<file path="src/rtl/clap_pattern_decoder_pkg.sv">
// ---------------------------------------------------------------------------
// clap_pkg
//   Shared definitions for the clap pattern decoder and its consumers.
//   - state_t     : decoder FSM encoding
//   - cmd_count_t : width of the clap count handed to the control logic
//   - CMD_*       : meaning of each clap count for the appliance controller
// ---------------------------------------------------------------------------
package clap_pkg;

    typedef enum logic [1:0] {
        IDLE      = 2'd0,
        LOCKOUT   = 2'd1,
        WAIT_NEXT = 2'd2,
        REPORT    = 2'd3
    } state_t;

    typedef logic [1:0] cmd_count_t;

    // Command meanings, interpreted by the downstream control logic.
    localparam cmd_count_t CMD_SINGLE = 2'd1;  // toggle lights
    localparam cmd_count_t CMD_DOUBLE = 2'd2;  // toggle fan
    localparam cmd_count_t CMD_TRIPLE = 2'd3;  // all off

endpackage

</file>
<file path="src/rtl/clap_pattern_decoder_if.sv">
// ---------------------------------------------------------------------------
// clap_pattern_decoder_if
//   Valid/ready command channel from the clap decoder to the control logic.
//   Ports / signals:
//     cmd_valid  master -> slave  command available
//     cmd_count  master -> slave  clap count, meaningful while cmd_valid=1
//     cmd_ready  slave  -> master consumer accepts the command
//   Modports: master (decoder side), slave (consumer side).
// ---------------------------------------------------------------------------
interface clap_pattern_decoder_if;
    import clap_pkg::*;

    logic       cmd_valid;
    logic       cmd_ready;
    cmd_count_t cmd_count;

    modport master (
        output cmd_valid,
        output cmd_count,
        input  cmd_ready
    );

    modport slave (
        input  cmd_valid,
        input  cmd_count,
        output cmd_ready
    );

endinterface

</file>
<file path="src/rtl/clap_pattern_decoder_cycle_timer.sv">
// ---------------------------------------------------------------------------
// cycle_timer
//   Clearable up-counter with a terminal-compare output.
//   Ports:
//     clk            in   system clock
//     resetn         in   asynchronous active-low reset
//     clear          in   synchronous clear to zero (has priority over run)
//     run            in   count up by one this cycle
//     terminal_value in   value compared against the current count
//     at_terminal    out  current count equals terminal_value
// ---------------------------------------------------------------------------
module cycle_timer #(
    parameter int W = 25
) (
    input  logic         clk,
    input  logic         resetn,
    input  logic         clear,
    input  logic         run,
    input  logic [W-1:0] terminal_value,
    output logic         at_terminal
);

    logic [W-1:0] value;

    always_ff @(posedge clk or negedge resetn) begin
        if (!resetn) begin
            value <= '0;
        end else if (clear) begin
            value <= '0;
        end else if (run) begin
            value <= value + W'(1);
        end
    end

    assign at_terminal = (value == terminal_value);

endmodule

</file>
<file path="src/rtl/clap_pattern_decoder.sv">
// ---------------------------------------------------------------------------
// clap_pattern_decoder
//   Groups rising edges of the clap detector output into a single command
//   of 1..MAX_CLAPS claps. Each accepted clap is followed by a lockout
//   period (ringing suppression) and then a window in which another clap
//   extends the sequence. The final count is offered over valid/ready.
//   Ports:
//     clk        in   system clock
//     resetn     in   asynchronous active-low reset
//     clap_in    in   clap_detected level; only its rising edge counts
//     enable     in   decoder enable; low aborts a sequence in progress
//     cmd        if   master modport: cmd_valid/cmd_count out, cmd_ready in
//     busy       out  FSM is not in IDLE
//     dropped    out  one-cycle pulse when a clap edge arrives in REPORT
// ---------------------------------------------------------------------------
module clap_pattern_decoder
    import clap_pkg::*;
#(
    parameter int LOCKOUT_CYCLES = 2_500_000,
    parameter int WINDOW_CYCLES  = 25_000_000,
    parameter int MAX_CLAPS      = 3,
    parameter int TMR_W          = 25
) (
    input  logic                  clk,
    input  logic                  resetn,
    input  logic                  clap_in,
    input  logic                  enable,
    clap_pattern_decoder_if.master cmd,
    output logic                  busy,
    output logic                  dropped
);

    state_t     state;
    state_t     state_next;
    cmd_count_t count;
    cmd_count_t count_next;
    cmd_count_t clap_total;
    logic       clap_q;
    logic       clap_edge;

    logic       cmd_valid_q;
    logic       cmd_valid_next;
    cmd_count_t cmd_count_q;
    cmd_count_t cmd_count_next;
    logic       dropped_next;

    logic             timer_clear;
    logic             timer_run;
    logic [TMR_W-1:0] timer_limit;
    logic             timer_done;

    // The edge is combinational so it is seen in the same cycle clap_in rises.
    assign clap_edge = clap_in & ~clap_q;

    // One shared timer; its terminal value depends on which phase we are in.
    assign timer_limit = (state == LOCKOUT) ? TMR_W'(LOCKOUT_CYCLES - 1)
                                            : TMR_W'(WINDOW_CYCLES - 1);
    assign timer_run   = (state == LOCKOUT) || (state == WAIT_NEXT);

    cycle_timer #(
        .W (TMR_W)
    ) u_timer (
        .clk            (clk),
        .resetn         (resetn),
        .clear          (timer_clear),
        .run            (timer_run),
        .terminal_value (timer_limit),
        .at_terminal    (timer_done)
    );

    always_ff @(posedge clk or negedge resetn) begin
        if (!resetn) begin
            state       <= IDLE;
            count       <= '0;
            clap_q      <= 1'b0;
            cmd_valid_q <= 1'b0;
            cmd_count_q <= '0;
            dropped     <= 1'b0;
        end else begin
            state       <= state_next;
            count       <= count_next;
            clap_q      <= clap_in;
            cmd_valid_q <= cmd_valid_next;
            cmd_count_q <= cmd_count_next;
            dropped     <= dropped_next;
        end
    end

    // Next-state logic. The timer is cleared on every state change, so it
    // never needs to wrap. cmd_valid/cmd_count are loaded on the transition
    // into REPORT so they are registered and stable until acceptance.
    always_comb begin
        state_next     = state;
        count_next     = count;
        clap_total     = count + 2'd1;
        timer_clear    = 1'b0;
        cmd_valid_next = cmd_valid_q;
        cmd_count_next = cmd_count_q;
        dropped_next   = 1'b0;

        case (state)
            IDLE: begin
                timer_clear = 1'b1;
                if (clap_edge && enable) begin
                    count_next = 2'd1;
                    state_next = LOCKOUT;
                end
            end

            LOCKOUT: begin
                if (!enable) begin
                    state_next  = IDLE;
                    count_next  = '0;
                    timer_clear = 1'b1;
                end else if (timer_done) begin
                    state_next  = WAIT_NEXT;
                    timer_clear = 1'b1;
                end
            end

            WAIT_NEXT: begin
                if (!enable) begin
                    state_next  = IDLE;
                    count_next  = '0;
                    timer_clear = 1'b1;
                end else if (clap_edge) begin
                    // A clap coinciding with the window timeout still counts.
                    count_next  = clap_total;
                    timer_clear = 1'b1;
                    if (clap_total == 2'(MAX_CLAPS)) begin
                        state_next     = REPORT;
                        cmd_valid_next = 1'b1;
                        cmd_count_next = clap_total;
                    end else begin
                        state_next = LOCKOUT;
                    end
                end else if (timer_done) begin
                    state_next     = REPORT;
                    timer_clear    = 1'b1;
                    cmd_valid_next = 1'b1;
                    cmd_count_next = count;
                end
            end

            REPORT: begin
                // enable is ignored here: a raised command is never withdrawn.
                timer_clear = 1'b1;
                if (clap_edge) begin
                    dropped_next = 1'b1;
                end
                if (cmd_valid_q && cmd.cmd_ready) begin
                    state_next     = IDLE;
                    count_next     = '0;
                    cmd_valid_next = 1'b0;
                    cmd_count_next = '0;
                end
            end

            default: begin
                state_next     = IDLE;
                count_next     = '0;
                timer_clear    = 1'b1;
                cmd_valid_next = 1'b0;
                cmd_count_next = '0;
            end
        endcase
    end

    assign cmd.cmd_valid = cmd_valid_q;
    assign cmd.cmd_count = cmd_count_q;
    assign busy          = (state != IDLE);

endmodule

</file>
<file path="src/flat_wrapper.sv">
// flat-port wrapper written by rule: the top's interface ports become plain ports
module clap_pattern_decoder_flat import clap_pkg::*;
#(
    parameter int LOCKOUT_CYCLES = 2_500_000,
    parameter int WINDOW_CYCLES  = 25_000_000,
    parameter int MAX_CLAPS      = 3,
    parameter int TMR_W          = 25
)
  (clk, resetn, clap_in, enable, busy, dropped, cmd_cmd_valid, cmd_cmd_count, cmd_cmd_ready);
  clap_pattern_decoder_if cmd_i ();
  input  logic clk;
  input  logic resetn;
  input  logic clap_in;
  input  logic enable;
  output logic busy;
  output logic dropped;
  output wire logic [$bits(cmd_i.cmd_valid)-1:0] cmd_cmd_valid;
  output wire logic [$bits(cmd_i.cmd_count)-1:0] cmd_cmd_count;
  input wire logic [$bits(cmd_i.cmd_ready)-1:0] cmd_cmd_ready;
  assign cmd_cmd_valid = cmd_i.cmd_valid;
  assign cmd_cmd_count = cmd_i.cmd_count;
  assign cmd_i.cmd_ready = cmd_cmd_ready;
  clap_pattern_decoder #(.LOCKOUT_CYCLES(LOCKOUT_CYCLES), .WINDOW_CYCLES(WINDOW_CYCLES), .MAX_CLAPS(MAX_CLAPS), .TMR_W(TMR_W)) u_core (.clk(clk), .resetn(resetn), .clap_in(clap_in), .enable(enable), .cmd(cmd_i), .busy(busy), .dropped(dropped));
endmodule
</file>
<file path="config.mk">
export PLATFORM = sky130hd
export DESIGN_NAME = clap_pattern_decoder_flat
export DESIGN_NICKNAME = d
export VERILOG_FILES = /design/src/rtl/clap_pattern_decoder_pkg.sv /design/src/rtl/clap_pattern_decoder_if.sv /design/src/rtl/clap_pattern_decoder_cycle_timer.sv /design/src/rtl/clap_pattern_decoder.sv /design/src/flat_wrapper.sv
export SDC_FILE = /design/constraint.sdc
export NUM_CORES = 1
export LEC_CHECK = 0
export ABC_AREA = 1
export CORE_AREA = 2 2 78 80
export CTS_BUF_LIST = sky130_fd_sc_hd__clkbuf_2 sky130_fd_sc_hd__clkbuf_4 sky130_fd_sc_hd__clkbuf_8
export CTS_CLUSTER_DIAMETER = 60
export DETAILED_ROUTE_END_ITERATION = 10
export DIE_AREA = 0 0 80 82
export GPL_TIMING_DRIVEN = 1
export PLACE_DENSITY = 0.68
export SLEW_MARGIN = 10
export SYNTH_ARGS = -nofsm -noshare
export SYNTH_HDL_FRONTEND = slang
export SYNTH_SLANG_ARGS = --single-unit
</file>
<file path="constraint.sdc">
create_clock -name clk -period 1.9 [get_ports clk]
set_input_delay 0.285 -clock clk [delete_from_list [all_inputs] [get_ports clk]]
set_output_delay 0.285 -clock clk [all_outputs]
set_load 0.005 [all_outputs]
</file>
== Word-level counts from Yosys, hierarchy flattened ==
Index checks and enable logic that the tools add are counted.
Operators by class
  mux-type cells: 34
  reduce and logical (&&, ||, !) cells: 11
  eq/ne operators: 14
  $add $sub $neg: 2
  bitwise logic cells: 2
Operators with widths (count)
  25-bit 2-to-1 mux: 3
  2-bit 2-to-1 mux: 15
  25-bit by 1-bit adder with 25-bit output (second input constant): 1
  25-bit == test: 1
  2-bit one-hot mux with 4 select lines: 2
  1-bit 2-to-1 mux: 11
  4-bit AND reduction: 2
  2-bit == test (second input constant): 3
  3-bit by 2-bit inequality test with 1-bit output (second input constant): 2
  2-bit nonzero test: 3
  5-bit AND reduction: 1
  2-bit by 1-bit inequality test with 1-bit output (second input constant): 2
  2-bit inequality test (second input constant): 2
  4-bit by 2-bit inequality test with 1-bit output (second input constant): 1
  2-bit one-hot mux with 2 select lines: 1
  3-bit by 1-bit inequality test with 1-bit output (second input constant): 1
  3-bit inequality test (second input constant): 1
  1-bit one-hot mux with 3 select lines: 1
  2-bit by 1-bit adder with 2-bit output (second input constant): 1
  2-bit by 1-bit == test with 1-bit output (second input constant): 1
  1-bit logical AND: 2
  2-bit logical NOT: 1
  1-bit one-hot mux with 2 select lines: 1
  2-bit OR reduction: 1
  other kinds (3): 3
Storage, ports and cells
  register bits after elaboration: 34
  output and inout port bits: 5

== Logic depth before layout (Yosys ltp) ==
  word-level depth: 8
  mapped depth: 15
  depth with buffers taken out: 15

== Cells and area by module ==
A second synthesis with hierarchy kept.
Second synthesis, totals
  cell total of the unflattened synthesis: 352
  area total of the unflattened synthesis: 2467.4 um^2
Modules (own cells, without submodules)
  cycle_timer: instances 1, area an instance 1801.7 um^2, cells each 262, seq. area each 625.6 um^2
  clap_pattern_decoder: instances 1, area an instance 665.6 um^2, cells each 90, seq. area each 225.2 um^2

== Worst setup path after synthesis ==
OpenSTA, ideal clock, no wires.
  path type: flip-flop to flip-flop
  from: reg u_core.state[1]
  to: reg u_core.u_timer.value[0]
  data arrival time: 1.642 ns
  buffers on the path: 1
  cell stages (with the launch flop): 13
  slack: 0.135 ns
  data required time: 1.777 ns
  cell sequence: dfrtp_1 > inv_1 > ha_1 > inv_2 > o21bai_1 > nand3_1 > nor2_2 > nand3_2 > nand3_2 > nand2_2 > nand2_4 > buf_12 > a21oi_2
Between the ends
  word-level cells in the longest chain between the ends: 8
  elaborated cells on any way between the ends: 15
  those cells by class: 4 x eq/ne; 7 x mux; 4 x reduce/logical
RTL lines
  from (decl): RTL line clap_pattern_decoder.sv:33  | state_t state;
  from (signal assigned): RTL line clap_pattern_decoder.sv:80  | state <= state_next;
  2-bit by 1-bit == test with 1-bit output: RTL line clap_pattern_decoder.sv:56, clap_pattern_decoder.sv:58, clap_pattern_decoder.sv:101
  25-bit 2-to-1 mux: RTL line clap_pattern_decoder.sv:56  | assign timer_limit = (state == LOCKOUT) ? TMR_W'(LOCKOUT_CYCLES - 1)
  25-bit == test: RTL line clap_pattern_decoder_cycle_timer.sv:35  | assign at_terminal = (value == terminal_value);
  1-bit 2-to-1 mux: RTL line clap_pattern_decoder.sv:115, clap_pattern_decoder.sv:137
  1-bit 2-to-1 mux: RTL line clap_pattern_decoder.sv:126  | end else if (clap_edge) begin
  1-bit 2-to-1 mux: RTL line clap_pattern_decoder.sv:122  | if (!enable) begin
  1-bit one-hot mux with 3 select lines: RTL line clap_pattern_decoder.sv:101  | case (state)
  25-bit 2-to-1 mux / 2-bit nonzero test (equally long branches)
  to (signal assigned): RTL line clap_pattern_decoder_cycle_timer.sv:31  | value <= value + W'(1);
  to (decl): RTL line clap_pattern_decoder_cycle_timer.sv:23  | logic [W-1:0] value;
Several ways; a longest one is shown, not always the timed one.
A chain may end at the register's enable or synchronous reset.

== Worst setup path in the final report ==
  from: reg u_core.state[0]
  to: out busy
Between the ends
  word-level cells in the longest chain between the ends: 1
RTL lines
  2-bit nonzero test: RTL line clap_pattern_decoder.sv:171  | assign busy = (state != IDLE);
  to (decl): RTL line flat_wrapper.sv:15  | output logic busy;
No other way between the ends.

==> results_dict.tcl <==
set metrics [dict create \
    grt_overflow 0 \
    worstHoldPathType "in2async" \
    finalSetupViolations 0 \
    fmax_ghz 0.551 \
    power_density_nw_per_um2 1010 \
    num_vias 2045 \
    antenna_cells 0 \
    slew_violations 0 \
    post-route-drc-count 0 \
    synthCells 302 \
    grt_use_total_pct 16.9 \
    grt_pass1_vias 1859 \
    port_buffers 9 \
    outcome "complete, no violations" \
    globalplace.congestion 0.860 \
    cts_tree "yes" \
    arrival_ns 1.53 \
    antenna_found_initial 0 \
    synth-main-ff-cell "dfrtp_1" \
    worstSetupPathType "reg2out" \
    syn_area_um2 2310 \
    ys_warn_count 0 \
    initial_utilization_pct 40.2 \
    numClockSinks 34 \
    clock_path_buffers 2 \
    drtIter0Drc 170 \
    crit_path_start_kind "register" \
    coreArea_um2 5750 \
    hold_viol_final 0 \
    wl_per_cell_um 12.8 \
    finish.instance_area_um2 2750 \
    final_layout_size_suffix_gt1_share_pct 21.3 \
    dp_cells 392 \
    rsz0062_at_grt "yes" \
    fin_skew_ns 0.00500 \
    path_max_fanout 4 \
    antenna_left 0 \
    drv_cap 0 \
    vias_per_cell 5.07 \
    syn_nets 314 \
    synth-seq-cells 34 \
    finalCritPeriodShare_pct 95.5 \
    grt_pass1_wl_um 8640 \
    h-tree-depth 2 \
    cts.reportedPaths.clkPinSlew_ns 0.07 \
    final_cells 403 \
    power.leakage_nw 1.17 \
    reg2regPathDepth 14 \
    crit_required_ns 1.62 \
    cts.hold.buffers_added 0 \
    synth_edf_count 0 \
    first_pass_iters 4 \
    end_kind "output pin" \
    final_nets 340 \
    synth.distinct_cells 31 \
    fillers 598 \
    io_pins 10 \
    syn_area_per_cell_um2 7.65 \
    dp_hpwl_um 3720 \
    wl_um 5160 \
    slew_headroom_pct 69.5 \
    async_reset_ff_share_pct 100 \
    cts_buffers 5 \
    grt_max_degree 35 \
    fin_util_pct 47.8 \
    die_area_um2 6560 \
    tightest_slew_ns 0.457 \
    syn_to_final_growth_pct 19.0 \
    root_buffer "clkbuf_8" \
    insertion_delay_ns 0.29 \
    min_period_ns 1.81 \
    rows 28 \
    yosysSeqAreaShare_pct 36.8 \
    place_area_um2 2560 \
    timing.hold.ws_ns 0.414 \
    die_w_um 80 \
    ir_drop_uv 451 \
    dieHeight_um 82 \
]
-- path summary, 6_finish.rpt --
path / slack, ns / to / startpoint
max in group asynchronous: 1.14 / u_core.state[0] / resetn
max reg2reg: 0.10 / u_core.u_timer.value[13] / u_core.state[1]
min: 0.41 / u_core.u_timer.value[5] / resetn
max: 0.09 / busy / u_core.state[0]
min in group clk: 0.47 / u_core.cmd.cmd_count[1] / u_core.cmd.cmd_count[1]
min reg2reg: 0.47 / u_core.cmd.cmd_count[1] / u_core.cmd.cmd_count[1]
-- metal layers --
metal  share of wire [%]  wire (µm)  global-route usage (%)
met5                   0          0                       0
met4                 1.4         70                    5.25
met3                 5.2        271                    3.74
met2                  48       2500                    28.1
met1                  45       2320                    21.9
-- cells in the mapped netlist (3+ instances only) --
master / number / share of area, %
a21oi_2: 20 / 7.6
nand3_1: 20 / 4.3
nand4_1: 7 / 1.9
xnor2_1: 4 / 1.5
nand2_1: 78 / 13
a21oi_1: 8 / 1.7
ha_1: 7 / 3.8
nor2_2: 4 / 1.1
inv_2: 4 / 0.65
dfrtp_1: 34 / 37
buf_2: 3 / 0.65
nor3_1: 6 / 1.3
nand3b_1: 3 / 0.98
xor2_1: 13 / 4.9
nor4_1: 3 / 0.81
nor2_1: 26 / 4.2
nand3_2: 3 / 1.3
o21ai_0: 9 / 2.0
inv_1: 35 / 5.7
-- registers in the layout, summed over array words and instances (netlist names) --
register / count
u_core.u_timer.value: 25
u_core.state: 2
u_core.cmd.cmd_count: 2
u_core.dropped: 1
u_core.clap_q: 1
u_core.cmd.cmd_valid: 1
u_core.count: 2
-- power breakdown --
group	total (mW)	internal, mW	switching, mW	leakage [nW]
sequential	0.890	0.812	0.0773	0.460
combinational	1.36	0.616	0.745	0.661
clock	0.539	0.281	0.258	0.0452
-- through the flow --
| step | TNS [ns] | power, mW | setup slack (ns) |
|---|---|---|---|
| floorplan | 0 | 1.71 | 0.135 |
| global placement | 0 | 2.08 | 0.0415 |
| detailed placement | -0.0847 | 2.10 | -0.0253 |
| CTS | 0 | 2.65 | 0.0256 |
| global route | -0.0337 | 2.98 | -0.0133 |
| finish | 0 | 2.79 | 0.0853 |
-- what timing repair did --
action                                  CTS  global route
pin swaps                                 0             4
cloned                                    0             1
setup buffers                             0             3
endpoints found under the setup margin   17            30
resized for setup                         1            14
-- cell type report --
class / count / area [µm²] / area share, %
clock buffer: 7 / 83.8 / 3.05
timing repair buffer: 27 / 280 / 10.2
sequential: 34 / 852 / 31.0
tap: 75 / 93.8 / 3.41
inverter: 39 / 146 / 5.33
multi-input combinational: 221 / 1290 / 47.0
-- worst max-delay path: stages, from the launching register on --
cell and delay (ns):
dfrtp_2 0.41, inv_1 0.07, ha_2 0.20, inv_1 0.07, clkdlybuf4s50_1 0.49
-- cells in the final DEF, fill, tap and decap left out, types with 4 or more instances in the layout --
cell,netlist,routed
nand2_1,78,75
inv_1,35,34
dfrtp_1,34,33
nor2_1,26,25
nand3_1,20,20
a21oi_2,20,20
buf_4,2,14
xor2_1,13,13
clkdlybuf4s50_1,0,9
a21oi_1,8,8
o21ai_0,9,8
nand4_1,7,7
inv_2,4,5
nor3_1,6,5
clkbuf_8,0,5
nor2_2,4,4
nand2_2,1,4
xnor2_1,4,4
ha_1,7,4
-- kinds of logic (layout without fill, tap and decap cells) --
family / count (synthesis) / in the layout / synth area share (%)
adders and majority gates: 7 / 7 / 3.79
and+or+nand+nor: 154 / 154 / 30.1
DFF: 34 / 34 / 36.8
xor gates and xnor gates: 17 / 17 / 6.45
buffers and inverters: 47 / 73 / 9.53
AOI/OAI and AO/OA: 42 / 42 / 12.9
muxes: 1 / 1 / 0.433
Note: power is estimated with default switching activity, not from simulation.
